## src/rtl/hack_pc_jump_unit_if.sv

```systemverilog
// Bundle of control, datapath and status signals between the Hack core and its PC/jump stage.
// The branch_count signal only exists when PC_BRANCH_COUNT_EN is defined.
interface hack_pc_jump_unit_if #(
    parameter int WIDTH = 16
);
    logic             clr;
    logic             stall;
    logic             alu_valid;
    logic [WIDTH-1:0] alu_out;
    logic [2:0]       jmp;
    logic [WIDTH-1:0] a_reg;
    logic [WIDTH-1:0] pc;
    logic             zr;
    logic             ng;
    logic             jump_taken;
    logic             halted;
`ifdef PC_BRANCH_COUNT_EN
    logic [WIDTH-1:0] branch_count;

    modport master (
        output clr, stall, alu_valid, alu_out, jmp, a_reg,
        input  pc, zr, ng, jump_taken, halted, branch_count
    );
    modport slave (
        input  clr, stall, alu_valid, alu_out, jmp, a_reg,
        output pc, zr, ng, jump_taken, halted, branch_count
    );
`else
    modport master (
        output clr, stall, alu_valid, alu_out, jmp, a_reg,
        input  pc, zr, ng, jump_taken, halted
    );
    modport slave (
        input  clr, stall, alu_valid, alu_out, jmp, a_reg,
        output pc, zr, ng, jump_taken, halted
    );
`endif
endinterface

```

## src/rtl/hack_pc_jump_unit.sv

```systemverilog
// Hack CPU program counter and jump resolution, with self-jump halt detection.
// Optional taken-jump counter enabled by defining PC_BRANCH_COUNT_EN.
module hack_pc_jump_unit #(
    parameter int WIDTH = 16
) (
    input  logic                clk,
    input  logic                rst_n,
    hack_pc_jump_unit_if.slave  bus
);
    typedef enum logic {RUN = 1'b0, HALT = 1'b1} state_t;

    state_t           state_q;
    logic [WIDTH-1:0] pc_q;
    logic             zr_q;
    logic             ng_q;
    logic             jump_taken_q;

    // Zero detect is built from one 8-way OR per byte lane.
    logic [1:0] byte_or;
    genvar gi;
    generate
        for (gi = 0; gi < 2; gi++) begin : g_or8way
            assign byte_or[gi] = |bus.alu_out[gi*8 +: 8];
        end
    endgenerate

    logic zr_c;
    logic ng_c;
    logic take;
    logic self_jump;

    assign zr_c      = ~(byte_or[1] | byte_or[0]);
    assign ng_c      = bus.alu_out[WIDTH-1];
    assign take      = bus.alu_valid & ((bus.jmp[2] & ng_c) | (bus.jmp[1] & zr_c) |
                                        (bus.jmp[0] & ~ng_c & ~zr_c));
    assign self_jump = take & (bus.jmp == 3'b111) & (bus.a_reg == pc_q);

`ifdef PC_BRANCH_COUNT_EN
    logic [WIDTH-1:0] branch_count_q;
    assign bus.branch_count = branch_count_q;
`endif

    always_ff @(posedge clk or negedge rst_n) begin
        if (!rst_n) begin
            state_q      <= RUN;
            pc_q         <= '0;
            zr_q         <= 1'b0;
            ng_q         <= 1'b0;
            jump_taken_q <= 1'b0;
`ifdef PC_BRANCH_COUNT_EN
            branch_count_q <= '0;
`endif
        end else begin
            jump_taken_q <= 1'b0;
            if (bus.clr) begin
                state_q <= RUN;
                pc_q    <= '0;
                zr_q    <= 1'b0;
                ng_q    <= 1'b0;
`ifdef PC_BRANCH_COUNT_EN
                branch_count_q <= '0;
`endif
            end else if (state_q == RUN && !bus.stall) begin
                if (bus.alu_valid) begin
                    zr_q <= zr_c;
                    ng_q <= ng_c;
                end
                if (take) begin
                    jump_taken_q <= 1'b1;
`ifdef PC_BRANCH_COUNT_EN
                    if (branch_count_q != '1)
                        branch_count_q <= branch_count_q + 1'b1;
`endif
                    // A jump to itself is the halt idiom: park here rather than reload.
                    if (self_jump)
                        state_q <= HALT;
                    else
                        pc_q <= bus.a_reg;
                end else begin
                    pc_q <= pc_q + 1'b1;
                end
            end
        end
    end

    assign bus.pc         = pc_q;
    assign bus.zr         = zr_q;
    assign bus.ng         = ng_q;
    assign bus.jump_taken = jump_taken_q;
    assign bus.halted     = (state_q == HALT);
endmodule

```

## src/flat_wrapper.sv

```systemverilog
// flat-port wrapper written by rule: the top's interface ports become plain ports
module hack_pc_jump_unit_flat 
#(
    parameter int WIDTH = 16
)
  (clk, rst_n, bus_clr, bus_stall, bus_alu_valid, bus_alu_out, bus_jmp, bus_a_reg, bus_pc, bus_zr, bus_ng, bus_jump_taken, bus_halted);
  hack_pc_jump_unit_if #(.WIDTH(WIDTH)) bus_i ();
  input  logic clk;
  input  logic rst_n;
  input wire logic [$bits(bus_i.clr)-1:0] bus_clr;
  input wire logic [$bits(bus_i.stall)-1:0] bus_stall;
  input wire logic [$bits(bus_i.alu_valid)-1:0] bus_alu_valid;
  input wire logic [$bits(bus_i.alu_out)-1:0] bus_alu_out;
  input wire logic [$bits(bus_i.jmp)-1:0] bus_jmp;
  input wire logic [$bits(bus_i.a_reg)-1:0] bus_a_reg;
  output wire logic [$bits(bus_i.pc)-1:0] bus_pc;
  output wire logic [$bits(bus_i.zr)-1:0] bus_zr;
  output wire logic [$bits(bus_i.ng)-1:0] bus_ng;
  output wire logic [$bits(bus_i.jump_taken)-1:0] bus_jump_taken;
  output wire logic [$bits(bus_i.halted)-1:0] bus_halted;
  assign bus_i.clr = bus_clr;
  assign bus_i.stall = bus_stall;
  assign bus_i.alu_valid = bus_alu_valid;
  assign bus_i.alu_out = bus_alu_out;
  assign bus_i.jmp = bus_jmp;
  assign bus_i.a_reg = bus_a_reg;
  assign bus_pc = bus_i.pc;
  assign bus_zr = bus_i.zr;
  assign bus_ng = bus_i.ng;
  assign bus_jump_taken = bus_i.jump_taken;
  assign bus_halted = bus_i.halted;
  hack_pc_jump_unit #(.WIDTH(WIDTH)) u_core (.clk(clk), .rst_n(rst_n), .bus(bus_i));
endmodule
```

## config.mk

```make
export PLATFORM = sky130hd
export DESIGN_NAME = hack_pc_jump_unit_flat
export DESIGN_NICKNAME = d
export VERILOG_FILES = /design/src/rtl/hack_pc_jump_unit_if.sv /design/src/rtl/hack_pc_jump_unit.sv /design/src/flat_wrapper.sv
export SDC_FILE = /design/constraint.sdc
export NUM_CORES = 1
export LEC_CHECK = 0
export CORE_MARGIN = 10
export CORE_UTILIZATION = 55
export CTS_CLUSTER_SIZE = 14
export DETAILED_ROUTE_END_ITERATION = 12
export DONT_BUFFER_PORTS = 1
export GPL_TIMING_DRIVEN = 0
export PLACE_DENSITY = 0.8
export SLEW_MARGIN = 25
export SYNTH_ARGS = -nofsm -noshare
export SYNTH_HDL_FRONTEND = slang
export SYNTH_SLANG_ARGS = --single-unit
```

## constraint.sdc

```tcl
create_clock -name clk -period 2.62 [get_ports clk]
set_input_delay 0.655 -clock clk [delete_from_list [all_inputs] [get_ports clk]]
set_output_delay 0.655 -clock clk [all_outputs]
set_load 0.005 [all_outputs]
```

* Word level (Yosys, flattened, before mapping)
Index checks and enable logic that the tools add are counted.
Operators by class: $add $sub $neg 1, equal/unequal tests 3, muxes and demuxes 17, bitwise gates (word level) 13, reductions and logical operators 11
Operators by type and width (count):
- $mux 16 | 4
- $add 16x1->16 const B | 1
- $eq 16x16->1 | 1
- $reduce_or 8->1 | 2
- $mux 1 | 13
- $reduce_bool 2->1 | 4
- $and 1x1->1 | 7
- $reduce_and 2->1 | 2
- $eq 3x3->1 const B | 1
- $ne 3x3->1 const B | 1
- $not 1->1 | 3
- $or 1x1->1 | 3
- $reduce_and 3->1 | 1
- $logic_and 1x1->1 | 1
- $logic_not 1->1 | 1
Word-level totals: register bits after elaboration 20, input port bits 40, output and inout port bits 20, word-level logic and storage cells 50

* Depth between registers and ports, before layout
depth in word-level cells 13, mapped depth 8, depth with buffers taken out 7

* Worst setup path after synthesis
No wires, ideal clock.
path kind input-to-reg, start point input bus_alu_out[2], end point register u_core.pc_q[11], in the netlist u_core.bus.pc[11], library setup time 0.078 ns, arrival 2.273 ns, required time 2.542 ns, setup slack 0.269 ns, stages 6, cells stage by stage nor4_1 nand4_1 mux2i_2 or4b_2 a21o_1 a21oi_1
Between the ends: cells in the longest elaborated chain, start to end 11, elaborated cells on any way between the ends 15, classes of those cells eq/ne (1); mux (3); bitwise (9); reduce/logical (2)
RTL lines:
- start, declared | line flat_wrapper.sv:13 | input wire logic [$bits(bus_i.alu_out)-1:0] bus_alu_out;
- $reduce_or 8->1 (*) | line hack_pc_jump_unit.sv:23 | assign byte_or[gi] = |bus.alu_out[gi*8 +: 8];
- $or 1x1->1 (*) | line hack_pc_jump_unit.sv:32 | assign zr_c = ~(byte_or[1] | byte_or[0]);
- $not 1->1 | line hack_pc_jump_unit.sv:32
- $and 1x1->1 | line hack_pc_jump_unit.sv:34 | assign take = bus.alu_valid & ((bus.jmp[2] & ng_c) | (bus.jmp[1] & zr_c) |
- $or 1x1->1 | line hack_pc_jump_unit.sv:34
- $or 1x1->1 (*) | line hack_pc_jump_unit.sv:34
- $and 1x1->1 (*) | line hack_pc_jump_unit.sv:34
- $and 1x1->1 (2 in a row) | line hack_pc_jump_unit.sv:36 | assign self_jump = take & (bus.jmp == 3'b111) & (bus.a_reg == pc_q);
- $ne 3x3->1 (no line)
- $reduce_and 2->1 (no line)
- end signal, assigned | line hack_pc_jump_unit.sv:78 | pc_q <= bus.a_reg;
- end signal, assigned | line hack_pc_jump_unit.sv:80 | pc_q <= pc_q + 1'b1;
- end, declared | line hack_pc_jump_unit.sv:13 | logic [WIDTH-1:0] pc_q;
Mark *: on every way between the ends. The rest lies on a longest branch, timed or not. The select of a mux whose other input is x is not followed. A chain may end at the register's enable or synchronous reset.

* Worst setup path in the final report
start point input bus_alu_out[15], end point register u_core.pc_q[0], in the netlist u_core.bus.pc[0]
Between the ends: cells in the longest elaborated chain, start to end 11, elaborated cells on any way between the ends 18, classes of those cells eq/ne (1); mux (3); bitwise (12); reduce/logical (2)
RTL lines (line):
- $reduce_or 8->1 | hack_pc_jump_unit.sv:23
- $or 1x1->1 | hack_pc_jump_unit.sv:32
- $not 1->1 | hack_pc_jump_unit.sv:32
- $and 1x1->1 | hack_pc_jump_unit.sv:34
- $or 1x1->1 | hack_pc_jump_unit.sv:34
- $or 1x1->1 (*) | hack_pc_jump_unit.sv:34
- $and 1x1->1 (*) | hack_pc_jump_unit.sv:34
- $and 1x1->1 (2 in a row) | hack_pc_jump_unit.sv:36
- $ne 3x3->1 (no line)
- $reduce_and 2->1 (no line)
Marks and branches as above.

==> flow_summary.toml <==
[die]
io_pins = 60
initial_utilization_pct = 56.9
core_sq_mm = 0.00271
die_w_um = 72.9
die_area_sq_mm = 0.00532
die_h_um = 72.9
fp-row-count = 19

[cts]
cts_resized = 0
post_cts_buffers = 0
root_buffer = "clkbuf_4"
cts_tree = "built"
clockBufferDepth = 2
htreeDepth = 1
cts_buffers = 3
cts_hold_buf = 0
clkTransAtPathRegs_ns = 0.12
cts_sinks = 20
clock_latency_ns = 0.32

[setup_path]
max_stage_delay_ns = 0.56
start_kind = "input pin"
crit_path_cell_trace = "nor4_1, nand4_1, mux2i_2, buf_6, buf_4, nor2_1, a211oi_1, nor3_1"
worstSetupEndpointType = "flip-flop"
r2r-end = "u_core.bus.pc[1]"
cp_slowest_cell = "mux2i_2"
worstPathRequired_ns = 2.81
crit_type = "in2reg"
path_max_fanout = 10
crit_family = "simple AND/OR/NAND/NOR gates"
arrival_ns = 2.57
critical_path_buf_inv_count = 2
rr_startpoint = "u_core.bus.pc[8]"
rr_worst_depth = 7
r2r_slack_ns = 0.30

[pwr]
pwr-share-comb_pct = 18.7
p_sw_share_pct = 29.5
p_int_mw = 0.460
peakVddDrop_mv = 0.300
power_mw = 0.652
pwr-share-seq_pct = 52.3
clkPwrFrac_pct = 29.0
power_density_mw_per_mm2 = 403
p_leak_nw = 0.582
switchingPower_mw = 0.192

[flow_run]
drv_cap = 0

[timing]
grt_setup_unrepaired = "no"
setup_viol = 0
worst_slack_ns = 0.245
min_period_ns = 2.37
skew_ns = 0.00965
fmax_mhz = 421
tightest_slew_ns = 0.617
relSlewSlack_pct = 58.6
hold_viol = 0
report.final.slew_viol_count = 0
period_share_pct = 90.6
hold_slack_ns = 0.0102

[grt]
grtUsageMet2_pct = 30.4
grt.met3_usage_pct = 7.62
grt_max_degree = 21
use_met1_pct = 17.3
gr-total-overflow = 0
grt_pass1_wl_mm = 7.46
antenna_found_initial = 0
grt-busiest-layer = "met2"
track_usage_pct = 17.5
grt_pass1_vias = 1572

[routing]
drt_first_pass_iters = 5
post_drt_wl_per_cell_um = 21.5
viasPerCell = 6.83
wl_mm = 4.81
drcViolationCount = 0
via_count = 1524
antenna_left = 0
drt_iter0_markers = 138

[synth]
ys_types = 38
synth_top_area_share_pct = 32.5
syn_inst = 188
ys_ff_latch = 20
yosys.area.top_type = "dfrtp_1"
avgSynthCellArea_sq_um = 8.20
ys_seq_area_share_pct = 32.5
synthesis.area_sq_mm = 0.00154
ys.warnings.count = 0
synthTopCellsByArea = "dfrtp_1, xnor2_1, a21o_1"
synth_fp_nets = 229

[place]
portBuffers = 0
post-dp-hpwl_mm = 3.74
place.gp.congestion = 0.918
pre_cts_slack_ns = -0.0917
placed_cell_area_sq_mm = 0.00158

[finish]
fillCellCount = 241
final_cell_area_sq_mm = 0.00162
fin_util_pct = 59.6
finalNetCount = 234
drive_gt1_share_pct = 10.4
area_growth_pct = 4.87
antenna_cells = 0

[run_status]
status = "complete, no violations"

[hold_path]
worstHoldPathType = "in2async"
==> area by class of cell <==
class                           instances  area, sq um  area share, %
Inverter                                2         7.51          0.464
Buffer                                 10         73.8           4.57
Multi-Input combinational cell        156          960           59.4
Tap cell                               31         38.8           2.40
Clock buffer                            4         36.3           2.24
Sequential cell                        20          500           31.0
==> stage by stage <==
stage	instances	setup TNS [ns]
floorplan	188	0
global placement	219	0
detailed placement	219	-0.428
CTS	223	0
global route	223	0
finish	223	0
==> Yosys cell counts <==
master,count
nand2_1,24
dfrtp_1,20
a21oi_1,18
a21o_1,13
nor2_1,13
xnor2_1,13
o21ai_1,11
nand4_1,7
nand3_1,6
nor3_1,5
nor4_1,5
or3_1,5
buf_6,4
nor2b_1,4
or4_1,4
clkbuf_1,3
o22ai_1,3
xor2_1,3
a31oi_1,2
buf_2,2
inv_1,2
mux2_2,2
mux2i_1,2
o21ai_0,2
o31ai_1,2
a211oi_1,1
and3_1,1
buf_4,1
ha_1,1
mux2i_2,1
nand2b_1,1
nand3b_1,1
nor4_2,1
o21ai_4,1
o21ba_2,1
or3b_2,1
or4_4,1
or4b_2,1
==> sequential cells by signal, indices dropped and copies added, names as in the netlist <==
| signal | count |
|---|---|
| u_core.bus.ng | 1 |
| u_core.bus.zr | 1 |
| u_core.bus.halted | 1 |
| u_core.bus.jump_taken | 1 |
| u_core.bus.pc | 16 |
==> routing by layer <==
metal,up-vias,share of wire (%)
met4,0,1.7
met1,708,32
li1,691,-
met2,117,50
met3,8,16
met5,-,0
==> placed cells by master, fill, tap and decap left out <==
cell type  Yosys  routed
o21ai_1       11      11
or3b_2         1       1
nor3_1         5       5
a21oi_1       18      18
clkbuf_8       0       1
inv_1          2       2
or4_4          1       1
a31oi_1        2       2
o22ai_1        3       3
xor2_1         3       3
or4_1          4       4
nand4_1        7       7
and3_1         1       1
nand3_1        6       6
ha_1           1       1
clkbuf_1       3       3
o21ai_4        1       1
o21ai_0        2       2
o21ba_2        1       1
buf_6          4       4
buf_4          1       1
clkbuf_4       0       3
o31ai_1        2       2
xnor2_1       13      13
nor4_2         1       1
a21o_1        13      13
mux2_2         2       2
a211oi_1       1       1
buf_2          2       2
nor2_1        13      13
mux2i_2        1       1
nand2b_1       1       1
dfrtp_1       20      20
or4b_2         1       1
or3_1          5       5
nand3b_1       1       1
nor4_1         5       5
nor2b_1        4       4
nand2_1       24      24
mux2i_1        2       2
==> cells by family after synthesis <==
logic type / count (synthesis) / share of synthesized area (%)
simple gates: 80 / 27.1
compound gates: 54 / 21.6
flops: 20 / 32.5
xor+xnor: 16 / 9.09
buf+inv: 12 / 5.28
mux: 5 / 3.65
fa+ha+maj: 1 / 0.812
==> power groups by stage <==
stage	sequential (mW)	clock, mW	combinational (mW)
after floorplan	0.341	0	0.0963
after global placement	0.346	0	0.115
final	0.341	0.189	0.122
after detailed placement	0.347	0	0.120
after global routing	0.344	0.198	0.133
after CTS	0.341	0.188	0.120
==> worst max-delay path by stage <==
| stage | startpoint | endpoint | slack (ns) | depth (start not counted) |
|---|---|---|---|---|
| floorplan | bus_alu_out[2] | u_core.bus.pc[11] | 0.27 | 6 |
| global placement | bus_alu_out[15] | u_core.bus.pc[1] | 0.06 | 7 |
| detailed placement | bus_alu_out[15] | u_core.bus.pc[1] | -0.09 | 7 |
| CTS | bus_alu_out[15] | u_core.bus.pc[1] | 0.23 | 7 |
| global route | bus_alu_out[15] | u_core.bus.pc[1] | 0.13 | 7 |
| finish | bus_alu_out[15] | u_core.bus.pc[0] | 0.25 | 8 |
Power figures use the tool's default switching activity.
